==> src/rtl/bin2bcd_seq_pkg.sv <==
// Shared definitions for the sequential binary-to-BCD converter.
package bin2bcd_seq_pkg;

   localparam logic [1:0] S_IDLE  = 2'd0;
   localparam logic [1:0] S_SHIFT = 2'd1;
   localparam logic [1:0] S_DONE  = 2'd2;

   localparam int BCD_DIGITS  = 4;
   localparam int BCD_W       = 4 * BCD_DIGITS;
   localparam int MAX_VAL_DEF = 9999;

   typedef logic [3:0] bcd_nib_t;

endpackage

==> src/rtl/bcd_add3.sv <==
// Double-dabble digit correction: a nibble of 5 or more gets +3 before the shift.
module bcd_add3
   import bin2bcd_seq_pkg::*;
(
   input  bcd_nib_t nib_i,
   output bcd_nib_t nib_o
);

   // Nibble-local add; legal inputs stay at or below 9, so the sum never wraps.
   assign nib_o = (nib_i >= 4'd5) ? nib_i + 4'd3 : nib_i;

endmodule

==> src/rtl/bin2bcd_seq.sv <==
// Sequential binary-to-BCD converter, one input bit per clock; digits are
// registered and update only on completion, saturating to 9999 on overflow.
//
//   state   | meaning
//   --------+-----------------------------------------------------------
//   S_IDLE  | waiting for start; captures bin, counter and overflow flag
//   S_SHIFT | add-3 correction then shift left, BIN_W cycles in total
//   S_DONE  | one-cycle done pulse; digits/overflow were loaded on entry
module bin2bcd_seq
   import bin2bcd_seq_pkg::*;
#(
   parameter int BIN_W   = 14,
   parameter int MAX_VAL = MAX_VAL_DEF
) (
   input  logic             clk,
   input  logic             reset,
   input  logic             start,
   input  logic [BIN_W-1:0] bin,
   output logic             busy,
   output logic             done,
   output logic             overflow,
   output logic [3:0]       dig0,
   output logic [3:0]       dig1,
   output logic [3:0]       dig2,
   output logic [3:0]       dig3
);

   localparam int SR_W  = BCD_W + BIN_W;
   localparam int CNT_W = $clog2(BIN_W + 1);

   logic [1:0]       state_q, state_d;
   logic [SR_W-1:0]  sr_q, sr_d;
   logic [SR_W-1:0]  sr_adj, sr_shl;
   logic [CNT_W-1:0] cnt_q, cnt_d;
   logic             ovf_q, ovf_d;
   logic [BCD_W-1:0] dig_q, dig_d;
   logic             overflow_q, overflow_d;

   for (genvar i = 0; i < BCD_DIGITS; i++) begin : g_add3
      bcd_add3 u_add3 (
         .nib_i (sr_q[BIN_W + 4*i +: 4]),
         .nib_o (sr_adj[BIN_W + 4*i +: 4])
      );
   end

   assign sr_adj[BIN_W-1:0] = sr_q[BIN_W-1:0];
   assign sr_shl            = sr_adj << 1;

   always_comb begin
      state_d    = state_q;
      sr_d       = sr_q;
      cnt_d      = cnt_q;
      ovf_d      = ovf_q;
      dig_d      = dig_q;
      overflow_d = overflow_q;
      case (state_q)
         S_IDLE: begin
            if (start) begin
               sr_d    = SR_W'(bin);
               cnt_d   = CNT_W'(BIN_W);
               ovf_d   = (32'(bin) > MAX_VAL);
               state_d = S_SHIFT;
            end
         end
         S_SHIFT: begin
            sr_d  = sr_shl;
            cnt_d = cnt_q - CNT_W'(1);
            // Final shift: load outputs from the post-shift value so they are valid with done.
            if (cnt_q == CNT_W'(1)) begin
               state_d    = S_DONE;
               dig_d      = ovf_q ? {BCD_DIGITS{4'd9}} : sr_shl[BIN_W +: BCD_W];
               overflow_d = ovf_q;
            end
         end
         S_DONE:  state_d = S_IDLE;
         default: state_d = S_IDLE;
      endcase
   end

   always_ff @(posedge clk or negedge reset) begin
      if (!reset) begin
         state_q    <= S_IDLE;
         sr_q       <= '0;
         cnt_q      <= '0;
         ovf_q      <= 1'b0;
         dig_q      <= '0;
         overflow_q <= 1'b0;
      end else begin
         state_q    <= state_d;
         sr_q       <= sr_d;
         cnt_q      <= cnt_d;
         ovf_q      <= ovf_d;
         dig_q      <= dig_d;
         overflow_q <= overflow_d;
      end
   end

   assign busy     = (state_q == S_SHIFT);
   assign done     = (state_q == S_DONE);
   assign overflow = overflow_q;
   assign dig0     = dig_q[3:0];
   assign dig1     = dig_q[7:4];
   assign dig2     = dig_q[11:8];
   assign dig3     = dig_q[15:12];

endmodule

==> config.mk <==
export PLATFORM = sky130hd
export DESIGN_NAME = bin2bcd_seq
export DESIGN_NICKNAME = d
export VERILOG_FILES = /design/src/rtl/bin2bcd_seq_pkg.sv /design/src/rtl/bcd_add3.sv /design/src/rtl/bin2bcd_seq.sv
export SDC_FILE = /design/constraint.sdc
export NUM_CORES = 1
export LEC_CHECK = 0
export CAP_MARGIN = 40
export CORE_UTILIZATION = 35
export DETAILED_ROUTE_END_ITERATION = 8
export HOLD_SLACK_MARGIN = 0.12
export SLEW_MARGIN = 20
export SYNTH_ARGS = -nofsm -noshare
export SYNTH_HDL_FRONTEND = slang
export SYNTH_HIERARCHICAL = 1
export SYNTH_SLANG_ARGS = --single-unit
==> constraint.sdc <==
create_clock -name clk -period 3 [get_ports clk]
set_input_delay 0.9 -clock clk [delete_from_list [all_inputs] [get_ports clk]]
set_output_delay 0.9 -clock clk [all_outputs]
set_load 0.02 [all_outputs]
==> qor.yml <==
skew_ns: 0.0142
cpPeakStageDelay_ns: 0.60
seqCellArea_sq_um: 1350
final_cell_mix: "dfrtp_1, clkdlybuf4s50_1, nand2_1, o21ai_0, a22o_1"
grt-ovfl-total: 0
rrSetupSlack_ns: 1.32
setup_viol: 0
die-width_um: 89.7
drc_errors: 0
fillers: 705
worstRegToRegCells: 6
detail_route.iter0.violations: 73
cp_top_family: "buffers and inverters"
dr.pass1.iters: 4
slew_headroom: 0.566
period_needed_ns: 2.49
critPathSlowestCell: "clkdlybuf4s50_1"
routed-via-count: 1931
rows: 31
post_cts_buffers: 0
dp_hpwl_um: 3520
num_antenna_cells: 0
grt_pass1_wl_um: 9250
synth_cells: 253
ios: 36
report.final.hold_viol_count: 0
end_kind: "output pin"
wirelength_um: 5160
endpoint: "busy"
stdcell_count: 390
grt_use_total: 0.141
clock_latency_ns: 0.31
finalSetupTns_ns: 0
die-area_sq_um: 8050
core_area_sq_um: 7330
via_per_inst: 4.95
cp.arrival_ns: 1.59
cts_tree: "yes"
crit_required_ns: 2.10
synth_nets: 280
multi_input_area_sq_um: 1210
initial_core_util: 0.367
critical_path_class: "register to output pin"
routabilityCongestion: 0.738
fin_nets: 317
slew_viol_final: 0
wire_per_inst_um: 13.2
cap_violations: 0
syn_to_final_growth_pct: 19.6
clk_path_buf_depth: 2
r2r-end: "dig_q[10]"
cp-startpoint: "state_q[1]"
startpoint_type: "register"
htree_levels: 2
holdWs_ns: 0.487
drive_above_1_share: 0.117
hold_buffers: 0
critPathMaxFanout: 6
path_clk_slew_ns: 0.10
dp_cells: 382
p_leak_nw: 1.43
cp.depth: 3
worst_slew_pin_slew_ns: 0.652
rsz0062_at_grt: "false"
max_freq_mhz: 402
fp.dieH_um: 89.7
ant_nets: 0
ys.warnings.count: 6
p_per_area_nw_per_um2: 1080
antenna_found_initial: 0
synthesis.area_sq_um: 2690
path_buf_inv: 2
fin_crit_sh: 0.829
root_buffer: "clkbuf_8"
hold_class: "register to register"
vdd_drop_max_v: 0.000370
r2r-start: "sr_q[22]"
cts_resized: 0
layout_commonest_cell: "dfrtp_1"
grt_max_degree: 38
cts_inserted_buffers: 5
outcome: "completed"
synth_area_per_cell_sq_um: 10.6
grt_pass1_vias: 1923
cp_cell_sequence: "nand2b_1 > inv_2 > clkdlybuf4s50_1"
port_buffers: 35
cts.sink_count: 54
## worst min-delay path, cell delays in order, from the launching register on
cell and delay [ns]:
dfrtp_1 0.35, nand2_1 0.04, o21ai_0 0.06
## final cells by class
type,instances,area share
Clock buffer,5,0.0214
Clock inverter,3,0.00660
Inverter,13,0.0151
Multi-Input combinational cell,174,0.376
Sequential cell,54,0.419
Tap cell,99,0.0384
Timing Repair Buffer,42,0.123
## layer usage
layer,vias up,track usage,part of all wire
met1,934,0.202,0.51
met2,33,0.214,0.44
met3,7,0.0271,0.028
met5,-,0,0
li1,957,-,-
met4,0,0.0492,0.017
## power by group
group	internal, mW	leakage, nW	switching (mW)	total, mW
Clock	0.165	0.0441	0.244	0.408
Combinational	0.854	0.709	0.873	1.73
Sequential	1.06	0.678	0.283	1.34
## worst min-delay path by stage
| stage | start | to | cells past startpoint |
|---|---|---|---|
| 6_report | sr_q[3] | sr_q[3] | 2 |
| 5_1_grt | sr_q[8] | sr_q[8] | 2 |
| 4_1_cts | sr_q[3] | sr_q[3] | 2 |
| 3_5_place_dp | sr_q[7] | sr_q[7] | 2 |
| 3_3_place_gp | sr_q[7] | sr_q[7] | 2 |
| 2_1_floorplan | sr_q[10] | sr_q[10] | 2 |
## registers in the layout, summed over array words and instances, names as in the netlist
signal	count
ovf_q	1
dig_q	16
sr_q	30
state_q	2
overflow	1
cnt_q	4
## metrics by stage
stage                     setup slack [ns]  power [mW]   util  area [sq um]
after global placement               0.643        3.07  0.427          3130
after CTS                            0.490        3.52  0.439          3220
after detailed placement             0.617        3.09  0.427          3130
final                                0.514        3.47  0.439          3220
after floorplan                      0.994        2.62      -          2690
after global routing                 0.434        3.80  0.439          3220
Note: power is estimated with default switching activity, not from simulation.
